--- config.mk ---
export PLATFORM = sky130hd
export DESIGN_NAME = rr_bus_arbiter_flat
export DESIGN_NICKNAME = d
export VERILOG_FILES = /design/src/rtl/rr_bus_arbiter_pkg.sv /design/src/rtl/rr_bus_arbiter_if.sv /design/src/rtl/rr_bus_arbiter_pick.sv /design/src/rtl/rr_bus_arbiter.sv /design/src/flat_wrapper.sv
export SDC_FILE = /design/constraint.sdc
export NUM_CORES = 1
export LEC_CHECK = 0
export ABC_AREA = 1
export CAP_MARGIN = 20
export CORE_MARGIN = 2
export CORE_UTILIZATION = 35
export CTS_BUF_LIST = sky130_fd_sc_hd__clkbuf_2 sky130_fd_sc_hd__clkbuf_4 sky130_fd_sc_hd__clkbuf_8
export DETAILED_ROUTE_END_ITERATION = 8
export PLACE_DENSITY_LB_ADDON = 0.1
export SYNTH_ARGS = -nofsm -noshare
export SYNTH_HDL_FRONTEND = slang
export SYNTH_HIERARCHICAL = 1
export SYNTH_SLANG_ARGS = --single-unit
--- constraint.sdc ---
create_clock -name clk -period 1.8 [get_ports clk]
set_input_delay 0.54 -clock clk [delete_from_list [all_inputs] [get_ports clk]]
set_output_delay 0.54 -clock clk [all_outputs]
set_load 0.005 [all_outputs]
--- src/rtl/rr_bus_arbiter_pkg.sv ---
// Shared types and width helpers for the round-robin bus arbiter.
package arb_pkg;
    typedef enum logic [1:0] {IDLE, GRANT, TURN} arb_state_t;

    // Index width that stays at least one bit for degenerate counts.
    function automatic int idx_w(input int n);
        return (n < 2) ? 1 : $clog2(n);
    endfunction
endpackage

--- src/rtl/rr_bus_arbiter_if.sv ---
// Requester-side bus bundle: requests, data, and the arbiter's grant/mux outputs.
interface rr_bus_arbiter_if #(
    parameter int N     = 4,
    parameter int WIDTH = 4
) ();
    logic [N-1:0]                   req;
    logic [N-1:0]                   last;
    logic [N*WIDTH-1:0]             d;
    logic [N-1:0]                   gnt;
    logic [arb_pkg::idx_w(N)-1:0]   sel;
    logic                           bus_en;
    logic [WIDTH-1:0]               y;

    modport slave  (input req, last, d, output gnt, sel, bus_en, y);
    modport master (output req, last, d, input gnt, sel, bus_en, y);
endinterface

--- src/rtl/rr_bus_arbiter_pick.sv ---
// Rotated priority encoder: first asserted request at or above the pointer, wrapping mod N.
module rr_pick
    import arb_pkg::*;
#(
    parameter int N  = 4,
    localparam int SW = idx_w(N)
) (
    input  logic [N-1:0]  i_req,
    input  logic [SW-1:0] i_ptr,
    output logic          o_any,
    output logic [SW-1:0] o_idx
);
    int            w_j;
    logic [SW-1:0] w_jidx;
    logic          w_found;

    always_comb begin
        w_j     = 0;
        w_jidx  = '0;
        w_found = 1'b0;
        o_idx   = '0;
        for (int k = 0; k < N; k++) begin
            w_j = int'(i_ptr) + k;
            if (w_j >= N) w_j = w_j - N;
            w_jidx = SW'(w_j);
            if (!w_found && i_req[w_jidx]) begin
                w_found = 1'b1;
                o_idx   = w_jidx;
            end
        end
        o_any = w_found;
    end
endmodule

--- src/rtl/rr_bus_arbiter.sv ---
// Round-robin owner of a shared bus with a one-cycle turnaround between tenures.
module rr_bus_arbiter
    import arb_pkg::*;
#(
    parameter int N       = 4,
    parameter int WIDTH   = 4,
    parameter int MAXHOLD = 8
) (
    input  logic             clk,
    input  logic             reset,
    rr_bus_arbiter_if.slave  bus
);
    localparam int SW = idx_w(N);
    localparam int CW = idx_w(MAXHOLD + 1);

    arb_state_t     r_state, w_state_nxt;
    logic [N-1:0]   r_gnt, w_gnt_nxt;
    logic [SW-1:0]  r_sel, w_sel_nxt;
    logic           r_bus_en, w_bus_en_nxt;
    logic [CW-1:0]  r_cnt, w_cnt_nxt;
    logic [SW-1:0]  r_ptr, w_ptr_nxt;

    logic           w_any;
    logic [SW-1:0]  w_idx;
    logic           w_release;
    logic [N-1:0][WIDTH-1:0] w_d;

    rr_pick #(.N(N)) u_pick (
        .i_req (bus.req),
        .i_ptr (r_ptr),
        .o_any (w_any),
        .o_idx (w_idx)
    );

    // Only the current owner's req/last matter; everyone else waits for TURN.
    assign w_release = !bus.req[r_sel] || bus.last[r_sel] ||
                       (r_cnt == CW'(MAXHOLD - 1));

    always_comb begin
        w_state_nxt  = r_state;
        w_gnt_nxt    = r_gnt;
        w_sel_nxt    = r_sel;
        w_bus_en_nxt = r_bus_en;
        w_cnt_nxt    = r_cnt;
        w_ptr_nxt    = r_ptr;
        case (r_state)
            IDLE, TURN: begin
                if (w_any) begin
                    w_state_nxt  = GRANT;
                    w_gnt_nxt    = N'(1) << w_idx;
                    w_sel_nxt    = w_idx;
                    w_bus_en_nxt = 1'b1;
                    w_cnt_nxt    = '0;
                end else begin
                    w_state_nxt  = IDLE;
                    w_gnt_nxt    = '0;
                    w_bus_en_nxt = 1'b0;
                end
            end
            GRANT: begin
                if (w_release) begin
                    // sel keeps the old owner so the mux stays stable until the next grant.
                    w_state_nxt  = TURN;
                    w_gnt_nxt    = '0;
                    w_bus_en_nxt = 1'b0;
                    w_ptr_nxt    = (r_sel == SW'(N - 1)) ? '0 : r_sel + 1'b1;
                end else begin
                    w_cnt_nxt    = r_cnt + 1'b1;
                end
            end
            default: begin
                w_state_nxt  = IDLE;
                w_gnt_nxt    = '0;
                w_bus_en_nxt = 1'b0;
            end
        endcase
    end

    always_ff @(posedge clk) begin
        if (reset) begin
            r_state  <= IDLE;
            r_gnt    <= '0;
            r_sel    <= '0;
            r_bus_en <= 1'b0;
            r_cnt    <= '0;
            r_ptr    <= '0;
        end else begin
            r_state  <= w_state_nxt;
            r_gnt    <= w_gnt_nxt;
            r_sel    <= w_sel_nxt;
            r_bus_en <= w_bus_en_nxt;
            r_cnt    <= w_cnt_nxt;
            r_ptr    <= w_ptr_nxt;
        end
    end

    assign w_d        = bus.d;
    assign bus.gnt    = r_gnt;
    assign bus.sel    = r_sel;
    assign bus.bus_en = r_bus_en;
    assign bus.y      = r_bus_en ? w_d[r_sel] : '0;

    always @(posedge clk) begin
        if (!reset) begin
            assert ($onehot0(r_gnt));
            assert (r_bus_en == |r_gnt);
            assert (r_state != GRANT || r_gnt == (N'(1) << r_sel));
        end
    end
endmodule

--- src/flat_wrapper.sv ---
// flat-port wrapper written by rule: the top's interface ports become plain ports
module rr_bus_arbiter_flat import arb_pkg::*;
#(
    parameter int N       = 4,
    parameter int WIDTH   = 4,
    parameter int MAXHOLD = 8
)
  (clk, reset, bus_req, bus_last, bus_d, bus_gnt, bus_sel, bus_bus_en, bus_y);
  rr_bus_arbiter_if #(.N(N), .WIDTH(WIDTH)) bus_i ();
  input  logic clk;
  input  logic reset;
  input wire logic [$bits(bus_i.req)-1:0] bus_req;
  input wire logic [$bits(bus_i.last)-1:0] bus_last;
  input wire logic [$bits(bus_i.d)-1:0] bus_d;
  output wire logic [$bits(bus_i.gnt)-1:0] bus_gnt;
  output wire logic [$bits(bus_i.sel)-1:0] bus_sel;
  output wire logic [$bits(bus_i.bus_en)-1:0] bus_bus_en;
  output wire logic [$bits(bus_i.y)-1:0] bus_y;
  assign bus_i.req = bus_req;
  assign bus_i.last = bus_last;
  assign bus_i.d = bus_d;
  assign bus_gnt = bus_i.gnt;
  assign bus_sel = bus_i.sel;
  assign bus_bus_en = bus_i.bus_en;
  assign bus_y = bus_i.y;
  rr_bus_arbiter #(.N(N), .WIDTH(WIDTH), .MAXHOLD(MAXHOLD)) u_core (.clk(clk), .reset(reset), .bus(bus_i));
endmodule
### Word level (Yosys, flattened, before mapping)

Index checks and enable logic that the tools add are counted.

* output and inout bits: 11
* word-level logic and storage cells: 87
* flip-flop bits (word level): 15
* input bits: 26

* muxes and demuxes: 40
* add/sub/neg operators: 9
* shift operators: 1
* eq/ne operators: 7
* order comparisons: 9
* reduce and logical (&&, ||, !) cells: 15

Operators by type and width (number)
* $mux W4: 6
* $mux W2: 10
* $pmux W4 S2: 2
* $lt A2 B3 Y1 const B: 5
* $mux W1: 13
* $bmux W1 S2: 6
* $ge A3 B3 Y1 const B: 3
* $bmux W4 S2: 1
* $sub A2 B1 Y2 const B: 4
* $add A2 B2 Y3 const B: 2
* $add A4 B1 Y4 const B: 1
* $eq A2 B2 Y1 const B: 2
* $eq A4 B3 Y1 const B: 1
* $logic_not A1 Y1: 4
* $ne A2 B2 Y1 const B: 2
* $pmux W2 S2: 1
* $reduce_and A2 Y1: 2
* $shl A1 B2 Y4 const A: 1
* $add A2 B1 Y3 const B: 1
* $ge A2 B3 Y1 const B: 1
* $logic_and A1 B1 Y1: 3
* $reduce_and A3 Y1: 1
* $add A2 B1 Y2 const B: 1
* $eq A2 B1 Y1 const B: 1
* 6 further kinds: 7

### Depth between registers and ports, before layout

Gate-level depths: netlist (run 1).

* depth after elaboration: 17
* mapped depth: 14
* mapped depth without buffers: 14

### Modules after synthesis

The synthesis (run 1) kept the hierarchy.

By module, submodules not included
* rr_bus_arbiter: instances 1, area an instance 862.1 µm², cells an instance 123, seq. area each 280.3 µm²
* rr_pick: instances 1, area an instance 319.1 µm², cells an instance 59, seq. area each 0.0 µm²

### Worst setup path before layout (run 1)

Ideal clock, no wire load.

* path type: input to register
* from: input bus_req[3]
* to: register u_core.r_gnt[3] (netlist: u_core/bus.gnt[3])
* library setup time: 0.128 ns
* path slack: 0.184 ns
* required time: 1.672 ns
* arrival time: 1.489 ns
* stages: 12
* buffers on the path: 0
* cells stage by stage: inv_1 -> nand2_2 -> nand3_2 -> nand2_4 -> nor2_4 -> nand3b_1 -> nand2_2 -> inv_1 -> nand2_1 -> nor2_1 -> a21oi_1 -> nor2_1

* elaborated cells on any way between the ends: 31
* classes of those cells: 1 x eq/ne; 1 x shift; 20 x mux; 9 x reduce/logical

RTL lines
* start: declaration: line flat_wrapper.sv:12 `input wire logic [$bits(bus_i.req)-1:0] bus_req;`
* $bmux W1 S2: line rr_bus_arbiter_pick.sv:26 `if (!w_found && i_req[w_jidx]) begin`
* $mux W1 (implied by the code): line rr_bus_arbiter_pick.sv:26
* $mux W1: line rr_bus_arbiter_pick.sv:26
* $logic_not A1 Y1: line rr_bus_arbiter_pick.sv:26
* $logic_and A1 B1 Y1: line rr_bus_arbiter_pick.sv:26
* $mux W1: line rr_bus_arbiter_pick.sv:26
* $logic_not A1 Y1: line rr_bus_arbiter_pick.sv:26
* $logic_and A1 B1 Y1: line rr_bus_arbiter_pick.sv:26
* $mux W1: line rr_bus_arbiter_pick.sv:26
* $logic_not A1 Y1: line rr_bus_arbiter_pick.sv:26
* $logic_and A1 B1 Y1: line rr_bus_arbiter_pick.sv:26
* $mux W1 (*): line rr_bus_arbiter_pick.sv:26
* net u_core.w_any: line rr_bus_arbiter.sv:23 `logic w_any;`
* $mux W4 (*): line rr_bus_arbiter.sv:48 `if (w_any) begin`
* $pmux W4 S2 (*): line rr_bus_arbiter.sv:46 `case (r_state)`
* end signal: assignment: line rr_bus_arbiter.sv:89 `r_gnt <= w_gnt_nxt;`
* end: declaration: line rr_bus_arbiter.sv:17 `logic [N-1:0] r_gnt, w_gnt_nxt;`

The timed path passes the listed nets; every way through them passes the cells marked *. The select of a mux whose other input is x is not followed.
A chain may end at the register's enable or synchronous reset.

### Worst setup path in the final report (run 1)

* from: register u_core.r_sel[0] (netlist: u_core/bus.sel[0])
* to: output bus_y[0]

* cells in the longest elaborated chain, start to end: 3

Ends and longest elaborated chain
* start: declaration: line rr_bus_arbiter.sv:18 `logic [SW-1:0] r_sel, w_sel_nxt;`
* start signal: assignment: line rr_bus_arbiter.sv:90 `r_sel <= w_sel_nxt;`
* $bmux W4 S2: line rr_bus_arbiter.sv:101 `assign bus.y = r_bus_en ? w_d[r_sel] : '0;`
* $mux W4 (implied by the code): line rr_bus_arbiter.sv:101
* $mux W4: line rr_bus_arbiter.sv:101
* end: declaration: line flat_wrapper.sv:18 `output wire logic [$bits(bus_i.y)-1:0] bus_y;`

Every way passes these cells. The select of a mux whose other input is x is not followed.

==> impl_metrics.toml, run 1 <==
[run_status]
outcome = "complete, but fails checks"
failed_checks = "negative setup slack"

[worst_hold_path]
worstHoldPathType = "reg -> reg"

[cells_and_area]
finalNetCount = 270
n_fill_cell = 327
antenna_cells = 0
multiInputGateArea_um2 = 807.0
mostFrequentLayoutCells = "nand2_1 (34), nor2_1 (27), buf_4 (21)"
seqCellArea_um2 = 287.8
area_delta_synth_final_pct = 51.80
mostFrequentLayoutCell = "nand2_1"
fin_cells = 286
drive_gt1_share_pct = 31.25

[floorplanning]
die_y_um = 62.09
core_area_um2 = 3284
rows = 21
dieArea_um2 = 3855
io_pins = 37
initial_core_util_pct = 35.96
die-width_um = 62.09

[critical_path]
startpoint_type = "flip-flop"
required_ns = 1.26
end_kind = "primary output"
crit_type = "reg -> out"
cp.arrival_ns = 1.27
crit_path_max_fanout = 5

[clocking]
h-tree-depth = 1
numCtsBuffers = 3
clockBufferDepth = 2
clkSinkCount = 14
clk_pin_slew_ns = 0.08
clkLatencyLatePin_ns = 0.27
ctsHoldBuffers = 0
cts_tree = "built"
root_buffer = "clkbuf_4"

[yosys]
yosys_register_bits = 14
synth_area_per_cell_um2 = 6.490
synth-warning-count = 6
synth_cells = 182
synth_cell_types = 25
synth_area_um2 = 1181
syn-num-nets = 210
synth_seq_area_share_pct = 23.73

[timing]
setup_violations = 1
rsz0062_at_grt = "true"
drv_slew = 0
setup_slack_ns = -0.009101
fin_worst_skew_ns = 0.0005320
finalHoldViolCount = 0
fin_crit_ns = 1.809
fmax_mhz = 552.8
slew_headroom_pct = 80.96
timing.hold.ws_ns = 0.4588
worst_pin_slew_ns = 0.2853
fin_crit_sh_pct = 100.5

[route]
ant_nets = 0
vias = 1340
wl_per_cell_um = 11.23
initialDrtViolationCount = 52
drc = 0
drt_wl_total_mm = 3.213
viasPerCell = 4.685
dr.pass1.iters = 5

[placement]
dp_hpwl_mm = 2.584
gp_congestion = 0.8024
place_ws_ns = -0.6261
dp_cells = 281
portBuffers = 36

[global_routing]
grt_max_degree = 11
antenna_found_initial = 0
grt_overflow = 0
grt_pass1_vias = 1239
grt_pass1_wl_mm = 4.988
grt_use_total_pct = 17.13

[power_and_ir_drop]
power_density_nw_per_um2 = 1473
total_power_uw = 2641
ir_worst_vdd_v = 0.0007845
p_leak_uw = 0.0008903

[flow_run]
max-cap-violations = 0
[path summary, 6_finish.rpt]
kind	depth (start not counted)	to	slack, ns	startpoint
max	6	bus_y[0]	-0.009	u_core/bus.sel[0]$_SDFFE_PP0P_
max reg2reg	13	u_core/bus.gnt[3]$_SDFFE_PP0P_	0.15	u_core/r_ptr[0]$_SDFFE_PP0P_
min	2	u_core/bus.gnt[2]$_SDFFE_PP0P_	0.46	u_core/bus.gnt[2]$_SDFFE_PP0P_
min reg2reg	2	u_core/bus.gnt[2]$_SDFFE_PP0P_	0.46	u_core/bus.gnt[2]$_SDFFE_PP0P_
[flip-flops by register name, summed over array words and instances, names as in the netlist]
register	flops
u_core/bus.bus_en	1
u_core/r_ptr	2
u_core/bus.sel	2
u_core/r_state	1
u_core/r_cnt	4
u_core/bus.gnt	4
[synth_stat cells]
master,count,area [um^2]
buf_6,2,22.52
nand3b_4,1,20.02
ha_1,2,25.02
a211oi_1,1,7.510
nor2_4,3,33.78
buf_4,1,7.510
nand3_1,12,60.06
dfxtp_1,14,280.3
nand3_4,3,52.55
nand2_4,3,33.78
a21boi_0,1,7.510
o21ai_1,2,10.01
nor2_2,2,12.51
nand4_1,1,6.260
nand3_2,3,30.03
nand2_1,36,135.1
inv_2,4,15.01
o21ai_0,11,55.05
nor2_1,30,112.6
nand2_2,13,81.33
buf_1,1,3.750
nand4_2,1,12.51
a21oi_1,14,70.07
nand3b_1,2,15.01
inv_1,19,71.32
[where the power goes]
| part | switching, uW | internal [uW] | leakage [uW] | total (uW) |
|---|---|---|---|---|
| Combinational | 1050 | 872 | 0.000760 | 1920 |
| Sequential | 102 | 441 | 0.000117 | 543 |
| Clock | 95.1 | 77.4 | 0.0000138 | 172 |
| Total | 1250 | 1390 | 0.000890 | 2640 |
[through the flow]
stage / util [%] / setup TNS [ns] / cell area, um^2
floorplan: - / 0 / 1181
global placement: 52.84 / -6.100 / 1735
detailed placement: 52.84 / -6.469 / 1735
CTS: 52.69 / -0.09617 / 1730
global route: 54.59 / -0.2366 / 1793
finish: 54.59 / -0.009101 / 1793
[what timing repair did]
item                                    in CTS  in global routing
gates cloned                                 0                  1
hold endpoints to repair                     0                  0
resized for setup                           49                 14
pin swaps                                   16                 11
endpoints found under the setup margin      15                 10
buffers inserted                             1                  0
[logic make-up after synthesis]
kind of cell | synth area share, %
buffers and inverters | 10.17
AOI/OAI and AO/OA | 12.71
DFF | 23.73
adders and majority gates | 2.118
and+or+nand+nor | 51.27
[layer usage]
metal	vias up	routed length, um	GRT usage [%]
met1	608	1322	18.27
met2	31	1664	33.93
met4	0	14	5.167
met5	-	0	0
met3	2	210	2.484
li1	699	-	-
[layout make-up]
| class | instances | area share [%] |
|---|---|---|
| timing repair buffer | 59 | 29.38 |
| clock buffer | 3 | 1.256 |
| multi-input combinational | 141 | 45.01 |
| sequential | 14 | 16.05 |
| tap | 46 | 3.210 |
| inverter | 23 | 5.094 |
[critical path, cell delays in order, from the launching register on]
cell	delay [ns]
dfxtp_4	0.39
clkbuf_16	0.15
nor2_1	0.04
nor2_1	0.08
o21ai_1	0.08
a21oi_1	0.13
buf_2	0.13
Note: power is estimated with default switching activity, not from simulation.
==> inputs of run 2 (changes only) <==
CORE_ASPECT_RATIO = 1.2   (was not set)
==> run 2 against run 1 <==
The run now ends clean. Critical endpoint is now bus_sel[0]. Combinational power fell by 2%. Utilization decreased by 0.43 points. Setup slack improved by 0.061 ns. First-iteration DRC count shrank 35%.
==> impl_metrics.toml, run 2 (synthesized netlist as in run 1, its figures left out) <==
[cells_and_area]
fin_util_pct = 54.16
mostFrequentLayoutCell = "nand2_1"
finalNetCount = 265
antenna_cells = 0
drive_gt1_share_pct = 33.05
area_delta_synth_final_pct = 50.42
final_area_um2 = 1777
mostFrequentLayoutCells = "nand2_1 (34), nor2_1 (26), buf_4 (16)"
n_fill_cell = 329
fin_cells = 273

[global_routing]
grt_overflow = 0
grt_max_degree = 10
antenna_found_initial = 0
grt_pass1_wl_mm = 5.299
grt_use_total_pct = 17.03
grt_pass1_vias = 1269

[clocking]
cts_setup_buffers = 0
clkSinkCount = 14
clockBufferDepth = 2
cts_tree = "built"
h-tree-depth = 1
root_buffer = "clkbuf_8"
clk_pin_slew_ns = 0.06
ctsHoldBuffers = 0
numCtsBuffers = 3
clkLatencyLatePin_ns = 0.24

[timing]
drv_slew = 0
slew_headroom_pct = 86.00
fin_crit_ns = 1.748
setup_violations = 0
finalHoldViolCount = 0
fmax_mhz = 571.9
fin_crit_sh_pct = 97.13
setup_slack_ns = 0.05158
fin_worst_skew_ns = 0.001996
worst_pin_slew_ns = 0.2094
rsz0062_at_grt = "true"

[critical_path]
cp.arrival_ns = 1.21
end_kind = "primary output"
crit_type = "reg -> out"
slowest_stage = "clkdlybuf4s50_1"
crit_buf_inv = 2
critical_path.max_stage_delay_ns = 0.49
crit_family = "buffers and inverters"
path_cells = "buf_12 -> clkdlybuf4s50_1"
required_ns = 1.26
crit_path_max_fanout = 9
startpoint_type = "flip-flop"

[power_and_ir_drop]
swShare_pct = 45.85
intPower_uw = 1475
pwr-share-comb_pct = 69.1
p_leak_uw = 0.0008550
seqPwrFrac_pct = 20.0
p_switching_uw = 1249
p_clk_share_pct = 11.0
ir_worst_vdd_v = 0.0009551
power_density_nw_per_um2 = 1533

[worst_hold_path]
worstHoldPathType = "reg -> reg"

[route]
initialDrtViolationCount = 34
dr.pass1.iters = 4
viasPerCell = 4.718
drc = 0
wl_per_cell_um = 11.46
ant_nets = 0
vias = 1288
drt_wl_total_mm = 3.128

[run_status]
outcome = "completed"

[floorplanning]
rows = 23
die-width_um = 57.03
initial_core_util_pct = 36.00
die_y_um = 67.64
io_pins = 37
core_area_um2 = 3281
dieArea_um2 = 3857

[flow_run]
max-cap-violations = 0

[placement]
portBuffers = 36
place_ws_ns = -0.6016
gp_congestion = 0.8401
dp_hpwl_mm = 2.644
dp_cells = 269
place_area_um2 = 1714
-- run 2: routing by layer --
layer / GRT usage (%) / vias to the layer above / routed length (um)
li1: - / 687 / -
met1: 19.43 / 581 / 1344
met2: 32.76 / 18 / 1688
met3: 2.490 / 2 / 79
met4: 4.651 / 0 / 16
met5: 0 / - / 0
-- run 2: worst paths after layout --
check,start,to,slack (ns),cells past startpoint
max,u_core/bus.sel[0]$_SDFFE_PP0P_,bus_sel[0],0.05,2
min,u_core/bus.gnt[0]$_SDFFE_PP0P_,u_core/bus.gnt[0]$_SDFFE_PP0P_,0.46,2
max reg2reg,u_core/r_ptr[0]$_SDFFE_PP0P_,u_core/r_cnt[0]$_SDFFE_PP0P_,0.15,13
min reg2reg,u_core/bus.gnt[0]$_SDFFE_PP0P_,u_core/bus.gnt[0]$_SDFFE_PP0P_,0.46,2
-- run 2: what timing repair did --
item | in CTS | in global routing
gates cloned | 0 | 0
pin swaps | 11 | 16
setup endpoints to repair | 16 | 15
gates resized for setup | 44 | 33
-- run 2: final cells by class --
type | instances | area (um^2) | area share, %
inverters | 23 | 91.34 | 5.141
flip-flops and latches | 14 | 286.5 | 16.13
repair buffers | 54 | 486.7 | 27.39
multi-input cells | 141 | 810.8 | 45.63
well taps | 37 | 46.29 | 2.606
clock buffers | 4 | 55.05 | 3.099
-- run 2: worst register-to-register path: stages, from the launching register on --
cell and delay (ns):
dfxtp_4 0.37, buf_4 0.16, nand2_1 0.05, nand2_1 0.08, nand2_2 0.07, nand2_2 0.06
nor2_4 0.14, nand3b_1 0.11, nand2_2 0.13, buf_12 0.12, nand2_2 0.07, inv_2 0.07
nor2_2 0.03, nor2_1 0.11
-- run 2: metrics by stage --
step | hold WS (ns) | TNS (ns) | power (uW)
after floorplan | 0.4552 | 0 | 1699
after global placement | 0.4462 | -6.441 | 2347
after detailed placement | 0.4490 | -6.667 | 2402
after CTS | 0.4623 | -0.1471 | 2669
after global routing | 0.4783 | -0.01608 | 2985
final | 0.4592 | 0 | 2725
-- run 2: power groups by stage --
stage / registers (uW) / logic [uW] / clock network, uW
after detailed placement: 537 / 1860 / 0
after global placement: 530 / 1820 / 0
final: 544 / 1880 / 298
after global routing: 559 / 2100 / 322
after floorplan: 535 / 1160 / 0
after CTS: 531 / 1830 / 312
==> inputs of run 3 (changes only) <==
GPL_ROUTABILITY_DRIVEN = 1   (was not set)
==> results of run 3 <==
No change in the layout: final DEF, timing and power equal those of run 2.
